**config.mk**
```make
export PLATFORM = sky130hd
export DESIGN_NAME = reminder_scheduler
export DESIGN_NICKNAME = d
export VERILOG_FILES = /design/src/rtl/reminder_scheduler_pkg.sv /design/src/rtl/reminder_scheduler_tick_prescaler.sv /design/src/rtl/reminder_scheduler.sv
export SDC_FILE = /design/constraint.sdc
export NUM_CORES = 1
export LEC_CHECK = 0
export CORE_MARGIN = 3
export CORE_UTILIZATION = 50
export CTS_CLUSTER_SIZE = 14
export DETAILED_ROUTE_END_ITERATION = 16
export MAX_ROUTING_LAYER = met4
export PLACE_DENSITY = 0.71
export SETUP_SLACK_MARGIN = 0.4
export SYNTH_ARGS = -nofsm -noshare
export SYNTH_HDL_FRONTEND = slang
export SYNTH_SLANG_ARGS = --single-unit
```
**constraint.sdc**
```tcl
create_clock -name clk -period 3.3 [get_ports clk]
set_clock_uncertainty 0.2 [all_clocks]
set_input_delay 0.99 -clock clk [delete_from_list [all_inputs] [get_ports clk]]
set_output_delay 0.99 -clock clk [all_outputs]
set_load 0.02 [all_outputs]
```
**src/rtl/reminder_scheduler_pkg.sv**
```systemverilog
// Shared constants for the prescription reminder scheduler.
// Holds parameter defaults, FSM state encodings and the index-width helper.
package reminder_scheduler_pkg;

  localparam int unsigned DEF_NUM_MEDS     = 4;
  localparam int unsigned DEF_TICK_DIV     = 50000000;
  localparam int unsigned DEF_CNT_W        = 16;
  localparam int unsigned DEF_INTERVAL     = 8;
  localparam int unsigned DEF_RING_TIMEOUT = 30;

  typedef logic [0:0] state_t;

  localparam state_t ST_IDLE = 1'b0;
  localparam state_t ST_RING = 1'b1;

  // Bits needed to index n items; never less than one bit.
  function automatic int unsigned idx_w(input int unsigned n);
    return (n > 1) ? $clog2(n) : 1;
  endfunction

endpackage

```
**src/rtl/reminder_scheduler_tick_prescaler.sv**
```systemverilog
// Divides clk by TICK_DIV and emits a one-cycle tick when the count
// reaches TICK_DIV-1, at which point the count wraps to zero.
module reminder_scheduler_tick_prescaler
  import reminder_scheduler_pkg::*;
#(
  parameter int unsigned TICK_DIV = DEF_TICK_DIV
) (
  input  logic clk,
  input  logic reset,
  output logic tick_c
);

  localparam int unsigned PW   = idx_w(TICK_DIV);
  localparam logic [PW-1:0] LAST = PW'(TICK_DIV - 1);

  logic [PW-1:0] count;

  assign tick_c = (count == LAST);

  always_ff @(posedge clk) begin
    if (reset) begin
      count <= '0;
    end else if (tick_c) begin
      count <= '0;
    end else begin
      count <= count + PW'(1);
    end
  end

endmodule

```
**src/rtl/reminder_scheduler.sv**
```systemverilog
// Medicine reminder controller: per-slot interval countdowns, lowest-index
// arbitration of expired slots onto one alarm, and missed-dose tracking.
module reminder_scheduler
  import reminder_scheduler_pkg::*;
#(
  parameter int unsigned NUM_MEDS         = DEF_NUM_MEDS,
  parameter int unsigned TICK_DIV         = DEF_TICK_DIV,
  parameter int unsigned CNT_W            = DEF_CNT_W,
  parameter int unsigned DEFAULT_INTERVAL = DEF_INTERVAL,
  parameter int unsigned RING_TIMEOUT     = DEF_RING_TIMEOUT,
  localparam int unsigned IDX_W           = idx_w(NUM_MEDS)
) (
  input  logic                clk,
  input  logic                reset,
  input  logic                select_pulse,
  input  logic                enable_pulse,
  input  logic                ack_pulse,
  input  logic                load_pulse,
  input  logic [CNT_W-1:0]    interval_in,
  output logic [IDX_W-1:0]    sel_slot,
  output logic [NUM_MEDS-1:0] enabled_mask,
  output logic [NUM_MEDS-1:0] pending_mask,
  output logic [NUM_MEDS-1:0] missed_mask,
  output logic                alarm_active,
  output logic [IDX_W-1:0]    alarm_slot
);

  localparam int unsigned      RC_W     = idx_w(RING_TIMEOUT + 1);
  localparam logic [CNT_W-1:0] INIT_IVL = CNT_W'(DEFAULT_INTERVAL);
  localparam logic [CNT_W-1:0] ONE      = CNT_W'(1);
  localparam logic [RC_W-1:0]  RT_LAST  = RC_W'(RING_TIMEOUT - 1);
  localparam logic [IDX_W-1:0] SEL_LAST = IDX_W'(NUM_MEDS - 1);

  logic                tick_c;
  state_t              state;
  state_t              state_next;
  logic [IDX_W-1:0]    alarm_slot_next;
  logic [RC_W-1:0]     ring_cnt;
  logic [RC_W-1:0]     ring_cnt_next;
  logic [IDX_W-1:0]    lowest_c;
  logic                drop_ring_c;
  logic                serve_clr_c;
  logic                miss_set_c;
  logic                ack_clr_c;
  logic [CNT_W-1:0]    load_val_c;

  logic [CNT_W-1:0]    slot_interval [NUM_MEDS];
  logic [CNT_W-1:0]    slot_count    [NUM_MEDS];
  logic [CNT_W-1:0]    interval_next [NUM_MEDS];
  logic [CNT_W-1:0]    count_next    [NUM_MEDS];
  logic [NUM_MEDS-1:0] toggle_c;
  logic [NUM_MEDS-1:0] load_c;
  logic [NUM_MEDS-1:0] expire_c;
  logic [NUM_MEDS-1:0] enabled_next;
  logic [NUM_MEDS-1:0] pending_next;
  logic [NUM_MEDS-1:0] missed_next;

  reminder_scheduler_tick_prescaler #(
    .TICK_DIV (TICK_DIV)
  ) u_prescaler (
    .clk    (clk),
    .reset  (reset),
    .tick_c (tick_c)
  );

  assign load_val_c   = (interval_in == '0) ? ONE : interval_in;
  assign alarm_active = (state == ST_RING);

  // Disabling the slot that is ringing silences it without a missed flag.
  assign drop_ring_c = enable_pulse && enabled_mask[sel_slot] && (sel_slot == alarm_slot);

  always_comb begin
    lowest_c = '0;
    for (int i = NUM_MEDS - 1; i >= 0; i--) begin
      if (pending_mask[i]) lowest_c = IDX_W'(i);
    end
  end

  // FSM next-state: ack beats timeout, a disable of the rung slot beats both.
  always_comb begin
    state_next      = state;
    alarm_slot_next = alarm_slot;
    ring_cnt_next   = ring_cnt;
    serve_clr_c     = 1'b0;
    miss_set_c      = 1'b0;
    ack_clr_c       = 1'b0;
    if (state == ST_IDLE) begin
      if (|pending_mask) begin
        state_next      = ST_RING;
        alarm_slot_next = lowest_c;
        ring_cnt_next   = '0;
      end
    end else begin
      if (drop_ring_c) begin
        state_next = ST_IDLE;
      end else if (ack_pulse) begin
        serve_clr_c = 1'b1;
        ack_clr_c   = 1'b1;
        state_next  = ST_IDLE;
      end else if (tick_c) begin
        if (ring_cnt == RT_LAST) begin
          serve_clr_c = 1'b1;
          miss_set_c  = 1'b1;
          state_next  = ST_IDLE;
        end else begin
          ring_cnt_next = ring_cnt + RC_W'(1);
        end
      end
    end
  end

  always_ff @(posedge clk) begin
    if (reset) begin
      state      <= ST_IDLE;
      alarm_slot <= '0;
      ring_cnt   <= '0;
    end else begin
      state      <= state_next;
      alarm_slot <= alarm_slot_next;
      ring_cnt   <= ring_cnt_next;
    end
  end

  // Per-slot next state; priority is enable toggle, then load, then tick.
  always_comb begin
    for (int i = 0; i < NUM_MEDS; i++) begin
      toggle_c[i]      = enable_pulse && (sel_slot == IDX_W'(i));
      load_c[i]        = load_pulse && (sel_slot == IDX_W'(i)) && !toggle_c[i];
      expire_c[i]      = 1'b0;
      enabled_next[i]  = enabled_mask[i] ^ toggle_c[i];
      interval_next[i] = load_c[i] ? load_val_c : slot_interval[i];
      count_next[i]    = slot_count[i];
      pending_next[i]  = pending_mask[i];
      missed_next[i]   = missed_mask[i];

      if (toggle_c[i]) begin
        if (!enabled_mask[i]) count_next[i] = slot_interval[i];
      end else if (load_c[i]) begin
        count_next[i] = load_val_c;
      end else if (tick_c && enabled_mask[i]) begin
        if (slot_count[i] <= ONE) begin
          count_next[i] = slot_interval[i];
          expire_c[i]   = 1'b1;
        end else begin
          count_next[i] = slot_count[i] - ONE;
        end
      end

      if (alarm_slot == IDX_W'(i)) begin
        if (serve_clr_c) pending_next[i] = 1'b0;
        if (miss_set_c)  missed_next[i]  = 1'b1;
        if (ack_clr_c)   missed_next[i]  = 1'b0;
      end
      // A fresh expiry survives the clear of the slot just served.
      if (expire_c[i]) pending_next[i] = 1'b1;
      if (toggle_c[i] && enabled_mask[i]) begin
        pending_next[i] = 1'b0;
        missed_next[i]  = 1'b0;
      end
    end
  end

  always_ff @(posedge clk) begin
    if (reset) begin
      enabled_mask <= '0;
      pending_mask <= '0;
      missed_mask  <= '0;
      for (int i = 0; i < NUM_MEDS; i++) begin
        slot_interval[i] <= INIT_IVL;
        slot_count[i]    <= INIT_IVL;
      end
    end else begin
      enabled_mask <= enabled_next;
      pending_mask <= pending_next;
      missed_mask  <= missed_next;
      for (int i = 0; i < NUM_MEDS; i++) begin
        slot_interval[i] <= interval_next[i];
        slot_count[i]    <= count_next[i];
      end
    end
  end

  always_ff @(posedge clk) begin
    if (reset) begin
      sel_slot <= '0;
    end else if (select_pulse) begin
      sel_slot <= (sel_slot == SEL_LAST) ? '0 : sel_slot + IDX_W'(1);
    end
  end

endmodule

```
Word level (Yosys, flattened, before mapping)
Memory sizes are Yosys's and may differ from the RTL's.
Cells that the tools add are included.
- add/sub/neg operators: 7
- order comparisons: 5
- equality and inequality tests: 13
- muxes and demuxes: 93
- bitwise operators: 13
- reductions and logical operators: 55
- operator list (cell ; number):
    $mux W16 ; 33
    $le A16 B1 Y1 const B ; 4
    $sub A16 B1 Y16 const B ; 4
    $mux W1 ; 48
    $mux W5 ; 6
    $add A26 B1 Y26 const B ; 1
    $eq A26 B26 Y1 const B ; 1
    $logic_and A1 B1 Y1 ; 22
    $reduce_bool A2 Y1 ; 10
    $reduce_and A2 Y1 ; 9
    $logic_not A16 Y1 ; 1
    $mux W2 ; 5
    $reduce_or A2 Y1 ; 5
    $eq A2 B2 Y1 const B ; 4
    $ne A2 B2 Y1 const B ; 4
    $or A1 B1 Y1 ; 8
    $add A5 B1 Y5 const B ; 1
    $eq A5 B5 Y1 const B ; 1
    $reduce_and A5 Y1 ; 1
    $eq A2 B1 Y1 const B ; 2
    $logic_not A1 Y1 ; 4
    $logic_not A2 Y1 ; 2
    $reduce_or A4 Y1 ; 1
    $xor A1 B1 Y1 ; 4
    5 further kinds ; 5
- flip-flop bits (word level): 48
- RAM bits: 128
- input port bits: 22
- memories: 2
- memories (memory ; words ; width ; read ports ; clocked after memory_dff ; write ports ; line ; text):
    slot_count ; 4 ; 16 ; 4 ; 0 ; 4 ; reminder_scheduler.sv:48 ; logic [CNT_W-1:0] slot_count [NUM_MEDS];
    slot_interval ; 4 ; 16 ; 4 ; 0 ; 4 ; reminder_scheduler.sv:47 ; logic [CNT_W-1:0] slot_interval [NUM_MEDS];

Depth between registers and ports, before layout
Gate-level depths: netlist of the first run.
- depth in word-level cells: 9
- depth in mapped cells: 11

Hierarchy
Synthesis of the first run repeated with hierarchy kept, for this count alone.
- cell total of the unflattened synthesis: 1238
- area, all modules: 9561.7 sq um
- modules (own cells, without submodules) (module ; times used ; cells each ; area an instance (sq um)):
    reminder_scheduler ; 1 ; 1097 ; 8331.7
    reminder_scheduler_tick_prescaler ; 1 ; 141 ; 1229.9

Worst setup path after synthesis of the first run
Ideal clock, no wire load.
- path kind: input-to-reg
- start: in enable_pulse
- end: mem slot_count[0][12] in the netlist's numbering
- setup time: 0.070 ns
- data arrival time: 2.975 ns
- data required time: 3.030 ns
- path slack: 0.054 ns
- stages on the path: 10
- path buffers: 3
- cells stage by stage: clkbuf_1 > buf_2 > nand2_1 > clkinv_1 > ha_1 > nor3b_1 > a31o_2 > clkbuf_1 > o211ai_1 > a21oi_1
- RTL lines (item ; line ; text):
    start: declaration ; reminder_scheduler.sv:16 ; input logic enable_pulse,
    end: declaration ; reminder_scheduler.sv:48 ;

Worst setup path in the final report of the first run
- start: reg sel_slot[0]
- end: out sel_slot[0]
- RTL lines (item ; line ; text):
    start: declaration ; reminder_scheduler.sv:20 ; output logic [IDX_W-1:0] sel_slot,
    start signal: assignment ; reminder_scheduler.sv:187 ; sel_slot <= (sel_slot == SEL_LAST) ? '0 : sel_slot + IDX_W'(1);
No word-level cell between the ends.

==> results of run 1 <==
[metrics by stage]
step | utilization | instances | area, sq um | setup TNS [ns] | worst slack (ns)
after floorplan | - | 1208 | 9310 | 0 | 0.415
after global placement | 0.581 | 1511 | 10500 | 0 | 0.00411
after detailed placement | 0.581 | 1511 | 10500 | -0.0430 | -0.0375
after CTS | 0.613 | 1542 | 11100 | 0 | 0.413
after global routing | 0.615 | 1542 | 11100 | 0 | 0.365
final | 0.615 | 1542 | 11100 | 0 | 0.455
[area by class of cell]
| type | instances | share of cell area |
|---|---|---|
| Clock inverter | 11 | 0.0117 |
| Clock buffer | 20 | 0.0410 |
| Multi-Input combinational cell | 933 | 0.487 |
| Sequential cell | 176 | 0.317 |
| Inverter | 32 | 0.0109 |
| Tap cell | 229 | 0.0257 |
| Timing Repair Buffer | 141 | 0.107 |
[state kept, by name (all words and copies together) (netlist names)]
signal	flops
slot_count	64
slot_interval	64
sel_slot	2
enabled_mask	4
pending_mask	4
alarm_slot	2
alarm_active	1
missed_mask	4
ring_cnt	5
u_prescaler.count	26
[synth_stat cells (7+ instances only)]
cell,count
sky130_fd_sc_hd__clkbuf_1,51
sky130_fd_sc_hd__a311oi_1,11
sky130_fd_sc_hd__nand2_1,188
sky130_fd_sc_hd__o221ai_1,11
sky130_fd_sc_hd__o21ai_0,58
sky130_fd_sc_hd__nand2b_1,11
sky130_fd_sc_hd__nor3_1,37
sky130_fd_sc_hd__o31ai_1,11
sky130_fd_sc_hd__ha_1,19
sky130_fd_sc_hd__a22oi_1,7
sky130_fd_sc_hd__o22ai_1,16
sky130_fd_sc_hd__nor2b_1,11
sky130_fd_sc_hd__o211ai_1,14
sky130_fd_sc_hd__xor2_1,24
sky130_fd_sc_hd__nand4_1,17
sky130_fd_sc_hd__a211oi_1,10
sky130_fd_sc_hd__dfxtp_1,176
sky130_fd_sc_hd__a31oi_1,16
sky130_fd_sc_hd__nor2_1,130
sky130_fd_sc_hd__buf_1,8
sky130_fd_sc_hd__a31o_2,8
sky130_fd_sc_hd__inv_1,30
sky130_fd_sc_hd__nor4_1,17
sky130_fd_sc_hd__nand3b_1,7
sky130_fd_sc_hd__and3_1,10
sky130_fd_sc_hd__or3_1,9
sky130_fd_sc_hd__nand3_1,32
sky130_fd_sc_hd__a21oi_1,138
sky130_fd_sc_hd__xnor2_1,21
[cell families after synthesis]
kind of cell | after synthesis | share of synthesized area
adder cells (fa/ha/maj) | 19 | 0.0257
flip-flops | 176 | 0.380
AO/OA/AOI/OAI | 358 | 0.246
multiplexers | 4 | 0.00446
buffers and inverters | 99 | 0.0419
XOR/XNOR | 45 | 0.0425
AND/OR/NAND/NOR | 507 | 0.260
[per-layer routing]
layer / vias to the layer above / GRT usage
li1: 4573 / -
met1: 4515 / 0.401
met2: 356 / 0.457
met3: 47 / 0.0507
met4: 0 / 0.0874
met5: - / -
[power by group]
part           internal (W)  switching (W)
Clock               0.00116       0.000882
Sequential          0.00220      0.0000954
Combinational      0.000395       0.000556
Total               0.00375        0.00153
[worst paths after layout]
kind | from | endpoint | slack [ns] | cells after the start
worst max-delay path | sel_slot[0] | sel_slot[0] | 0.45 | 1
worst min-delay path | u_prescaler.count[0] | u_prescaler.count[0] | 0.25 | 1
worst max register to register | slot_count[0][4] | slot_count[0][2] | 0.54 | 7
worst min register to register | u_prescaler.count[0] | u_prescaler.count[0] | 0.25 | 1
==> metrics.yaml, run 1 <==
outcome:
  outcome: "finished clean"
pwr:
  fin_total_pwr_w: 0.00528
  powerDensity_nw_per_um2: 475
  total_leakage_power_nw: 4.06
  max-vdd-ir-drop_mv: 0.347
logic_synthesis:
  synthDominantAreaCellType: "sky130_fd_sc_hd__dfxtp_1"
  synth_cell_type_count: 74
  ys.warnings.count: 0
  postSynth.asyncResetShare: 0
  syn_avg_cell_area_sq_um: 7.67
  post_synth_instance_area_sq_um: 9270
  synth_enable_flop_cells: 0
  synth_seq_cells: 176
  syn-instance-count: 1208
  yosys_top_cell_area_share: 0.380
  synthesis.nets: 1249
  portion_of_the_post_synthesis_area_used_by_sequential_elements: 0.380
  yosys_most_used_dff: "sky130_fd_sc_hd__dfxtp_1"
  ranking_of_synthesized_cells_by_area: "sky130_fd_sc_hd__dfxtp_1 (38%), sky130_fd_sc_hd__nand2_1 (7.6%), sky130_fd_sc_hd__a21oi_1 (7.5%)"
worst_setup_path:
  start_kind: "flop"
  critical_path.slowest_cell: "sky130_fd_sc_hd__clkdlybuf4s50_1"
  critical_path.max_fanout: 9
  critical_path_class: "flop to output pin"
  path_cells: "clkdlybuf4s50_1"
  cp_num_buf_inv: 1
  setup.worst_path.end_class: "output pin"
  required_ns: 2.11
  data_arrival_time_of_the_critical_path_ns: 1.66
  critical-path-top-delay-family: "buffers and inverters"
  max_stage_delay_ns: 0.68
clock_network:
  tritoncts: "yes"
  cts.repair_timing.setup_buffer_count: 0
  h-tree-depth: 4
  cts-root-buf: "sky130_fd_sc_hd__clkbuf_16"
  cts.repair.resized: 0
  cts-hold-fix-buffers: 0
  clk_latency_ns: 0.43
  clk_transition_reported_paths_ns: 0.07
  numCtsBuffers: 17
  max-clock-path-buffers: 2
  clock-sinks: 176
sta:
  worst_max_slew_margin_expressed_relative_to_the_limit: 0.491
  setup_repair_after_global_routing_missed_its_margin: "yes"
  worst-slew-pin-transition_ns: 0.758
  setup_viol: 0
  fin_hold_ws_ns: 0.253
  achievable-frequency_mhz: 351
  layout_worst_path_cycle_share: 0.862
  report.final.slew_viol_count: 0
  hold_viol: 0
  layout_min_cycle_time_ns: 2.85
floorplan:
  floorplan.die_area_sq_um: 20200
  row_count: 49
  floorplan.die.height_um: 142
  floorplan.core_area_sq_um: 18100
  io_pins: 39
  floorplan.die.width_um: 142
  floorplan.initialDensity: 0.512
final_layout:
  regArea_sq_um: 3520
  insertedDiodeCount: 0
  areaGrowthSynthToFinish_pct: 20.1
  area_used_by_multi_input_combinational_logic_sq_um: 5420
  finalNetCount: 1342
  leading_cell_type_in_the_layout_fill_and_taps_excluded: "sky130_fd_sc_hd__nand2_1"
  commonest_non_fill_non_tap_cells_in_the_layout: "sky130_fd_sc_hd__nand2_1 (185), sky130_fd_sc_hd__dfxtp_1 (175), sky130_fd_sc_hd__a21oi_1 (138)"
  post_route_cells_drive_above_1_share: 0.129
  n_fill_cell: 1634
route:
  detailroute.wirelength.met2_mm: 13.4
  wl_met1_mm: 12.9
  num_vias: 9491
  routedWlPerCell_um: 18.8
  wirelength_mm: 29.0
  top_signal_layer_used: "met4"
  wl_met3_mm: 2.07
  drtIter0Drc: 1064
  drt_first_pass_iters: 5
  post-route-drc-count: 0
  routed_antenna_nets: 0
  avgViaCountPerCell: 6.15
placed_design:
  port_buffers: 38
  gp_congestion: 1.02
  post-dp-hpwl_mm: 20.5
global_routing:
  global_route.overflow_total: 0
  grt_start_max_net_pins: 128
  wire_length_of_the_first_global_routing_pass_mm: 46.6
  global_route.usage.total: 0.297
  via_count_of_the_first_global_routing_pass: 8714
  antenna_violations_before_repair: 0
flow_run:
  timing.max_cap.violations: 0
min_path:
  holdCritPathClass: "flop to flop"
No activity file was read; power rests on OpenSTA's default activity.
==> run 2, diff against run 1 <==
ABC_AREA = 1   (was unset)
==> metrics.yaml, run 2 <==
min_path:
  min-delay-start: "slot_interval[3][1]"
  holdPathStages: 2  # +1
  holdCritPathClass: "flop to flop"
clock_network:
  clk_latency_ns: 0.45  # +0.02 ns
  cts-hold-fix-buffers: 0  # unchanged
  cts.repair.resized: 1  # +1
  h-tree-depth: 4  # unchanged
  clock-sinks: 176  # unchanged
  max-clock-path-buffers: 2  # unchanged
  clk_transition_reported_paths_ns: 0.07  # about the same
  numCtsBuffers: 17  # unchanged
  tritoncts: "yes"
  cts-root-buf: "sky130_fd_sc_hd__clkbuf_16"
  cts.repair_timing.setup_buffer_count: 0  # unchanged
route:
  routedWlPerCell_um: 15.1  # -20%
  routed_antenna_nets: 0  # unchanged
  wirelength_mm: 32.1  # +11%
  drt_first_pass_iters: 7  # +2
  drtIter0Drc: 941  # -12%
  avgViaCountPerCell: 5.40  # -12%
  post-route-drc-count: 0  # unchanged
  num_vias: 11500  # +21%
global_routing:
  via_count_of_the_first_global_routing_pass: 10400  # +19%
  grtUsageMet2: 0.444  # -0.0126
  global_route.usage.met3: 0.0422  # -0.00849
  grt_start_max_net_pins: 124  # -3.1%
  gr-max-usage-layer: "met2"
  antenna_violations_before_repair: 0  # unchanged
  global_route.usage.total: 0.274  # -0.0228
  wire_length_of_the_first_global_routing_pass_mm: 52.4  # +12%
  global_route.overflow_total: 0  # unchanged
  grt.met1_usage: 0.352  # -0.0491
logic_synthesis:
  yosys_top_cell_area_share: 0.319  # -0.0614
  synth_seq_cells: 176  # unchanged
  synth_enable_flop_cells: 0  # unchanged
  portion_of_the_post_synthesis_area_used_by_sequential_elements: 0.319  # -0.0614
  post_synth_instance_area_sq_um: 11000  # +19%
  synth_most_common_cell: "sky130_fd_sc_hd__nand2_1"
  ranking_of_synthesized_cells_by_area: "sky130_fd_sc_hd__dfxtp_1 (32%), sky130_fd_sc_hd__nand2_1 (21%), sky130_fd_sc_hd__nor2_1 (8.7%)"
  syn_avg_cell_area_sq_um: 6.08  # -21%
  yosys_most_used_dff: "sky130_fd_sc_hd__dfxtp_1"
  synth_common_cells: "sky130_fd_sc_hd__nand2_1 (632), sky130_fd_sc_hd__nor2_1 (255), sky130_fd_sc_hd__a21oi_1 (188)"
  ys.warnings.count: 0  # unchanged
  postSynth.asyncResetShare: 0  # unchanged
  syn-instance-count: 1816  # +50%
  synthesis.nets: 1857  # +49%
  synth_cell_type_count: 41  # -45%
  synthDominantAreaCellType: "sky130_fd_sc_hd__dfxtp_1"
floorplan:
  floorplan.initialDensity: 0.517  # +0.00511
  floorplan.die_area_sq_um: 23900  # +18%
  io_pins: 39  # unchanged
  floorplan.die.width_um: 155  # +8.8%
  floorplan.die.height_um: 155  # +8.8%
  row_count: 53  # +8.2%
  floorplan.core_area_sq_um: 21400  # +18%
pwr:
  total_leakage_power_nw: 5.48  # +35%
  powerDensity_nw_per_um2: 453  # -4.6%
  max-vdd-ir-drop_mv: 0.288  # -17%
worst_setup_path:
  critical_path_class: "flop to output pin"
  start_kind: "flop"
  critical_path.max_fanout: 6  # -3
  data_arrival_time_of_the_critical_path_ns: 1.60  # -0.06 ns
  critical_path_depth: 1  # unchanged
  path_cells: "clkdlybuf4s50_1"
  cp_num_buf_inv: 1  # unchanged
  setup.worst_path.end_class: "output pin"
  logic_depth_of_the_worst_register_to_register_path: 11  # +4
  worst_setup_startpoint: "sel_slot[1]"
  critical-path-top-delay-family: "buffers and inverters"
  critical_path.slowest_cell: "sky130_fd_sc_hd__clkdlybuf4s50_1"
  required_ns: 2.11  # about the same
  worst_r2r_startpoint: "slot_count[1][0]"
  max_stage_delay_ns: 0.71  # +0.03 ns
final_layout:
  finalNetCount: 1885  # +40%
  post_route_cells_drive_above_1_share: 0.0905  # -0.0382
  commonest_non_fill_non_tap_cells_in_the_layout: "sky130_fd_sc_hd__nand2_1 (632), sky130_fd_sc_hd__nor2_1 (255), sky130_fd_sc_hd__a21oi_1 (188)"
  finalCoreUtilization: 0.578  # -0.0376
  reg.largest.list: "slot_count x64, slot_interval x64, u_prescaler.count x26"
  areaGrowthSynthToFinish_pct: 11.7
  n_fill_cell: 2120  # +30%
  leading_cell_type_in_the_layout_fill_and_taps_excluded: "sky130_fd_sc_hd__nand2_1"
sta:
  worst_max_slew_margin_expressed_relative_to_the_limit: 0.535  # +0.0432
  setup_total_negative_slack_ns: 0  # unchanged
  report.final.slew_viol_count: 0  # unchanged
  worst-slew-pin-transition_ns: 0.698  # -0.0603 ns
  layout_min_cycle_time_ns: 2.79  # -0.0507 ns
  hold_viol: 0  # unchanged
  achievable-frequency_mhz: 358  # +1.8%
  setup_repair_after_global_routing_missed_its_margin: "no"
  setup_viol: 0  # unchanged
  layout_worst_path_cycle_share: 0.847  # -0.0154
flow_run:
  timing.max_cap.violations: 0  # unchanged
placed_design:
  gp_congestion: 0.961  # -6.0%
  post-dp-hpwl_mm: 22.0  # +7.5%
  port_buffers: 38  # unchanged
outcome:
  outcome: "finished clean"
-- run 2: changes by cell type in the layout (fill, tap and decap cells not counted), sizes merged, moves of 15 or more --
cell   change
a21oi     +60
buf       -58
inv      +118
nor4      -17
nand3     +97
a31oi     -17
nand2    +461
nor3      -22
o22ai     -15
nor2     +160
o21ai     -34
-- run 2: power by group --
group	total, W	internal [W]	leakage (nW)	switching, W
sequential	0.00230	0.00221	1.43	0.0000881
combinational	0.00130	0.000452	3.77	0.000848
clock	0.00199	0.00100	0.275	0.000991
-- run 2: area by class of cell --
cell class,instances,area [sq um],area share
diodes,1,2.50,0.000203
clock buffers,17,425,0.0345
clock inverters,15,141,0.0115
inverters,143,537,0.0435
multi-input cells,1423,6600,0.535
flip-flops and latches,176,3520,0.286
well taps,275,344,0.0279
repair buffers,83,764,0.0620
-- run 2: cell families after synthesis --
kind of cell             synth area share
AND/OR/NAND/NOR                     0.437
AO/OA/AOI/OAI                       0.119
buffers and inverters              0.0837
flip-flops                          0.319
XOR/XNOR                           0.0206
adder cells (fa/ha/maj)            0.0215
-- run 2: through the flow --
| stage | area (sq um) | hold slack, ns | cells | setup WS, ns | power, W |
|---|---|---|---|---|---|
| 6_report | 12300 | 0.263 | 2133 | 0.505 | 0.00559 |
| 5_1_grt | 12300 | 0.283 | 2132 | 0.466 | 0.00590 |
| 4_1_cts | 12300 | 0.263 | 2132 | 0.501 | 0.00560 |
| 3_5_place_dp | 11800 | 0.252 | 2100 | 0.305 | 0.00361 |
| 3_3_place_gp | 11800 | 0.249 | 2100 | 0.355 | 0.00360 |
| 2_1_floorplan | 11000 | 0.241 | 1816 | 0.595 | 0.00329 |
-- run 2: final timing paths --
check | endpoint | slack (ns)
worst max-delay path | sel_slot[1] | 0.51
worst min register to register | slot_interval[3][1] | 0.26
worst max register to register | slot_count[1][6] | 0.91
worst min-delay path | slot_interval[3][1] | 0.26
-- run 2: layer usage --
metal / wire length, um / up-vias
met1: 14300 / 5260
met3: 2190 / 53
met2: 15000 / 365
met4: 708 / 0
li1: - / 5836
met5: 0 / -
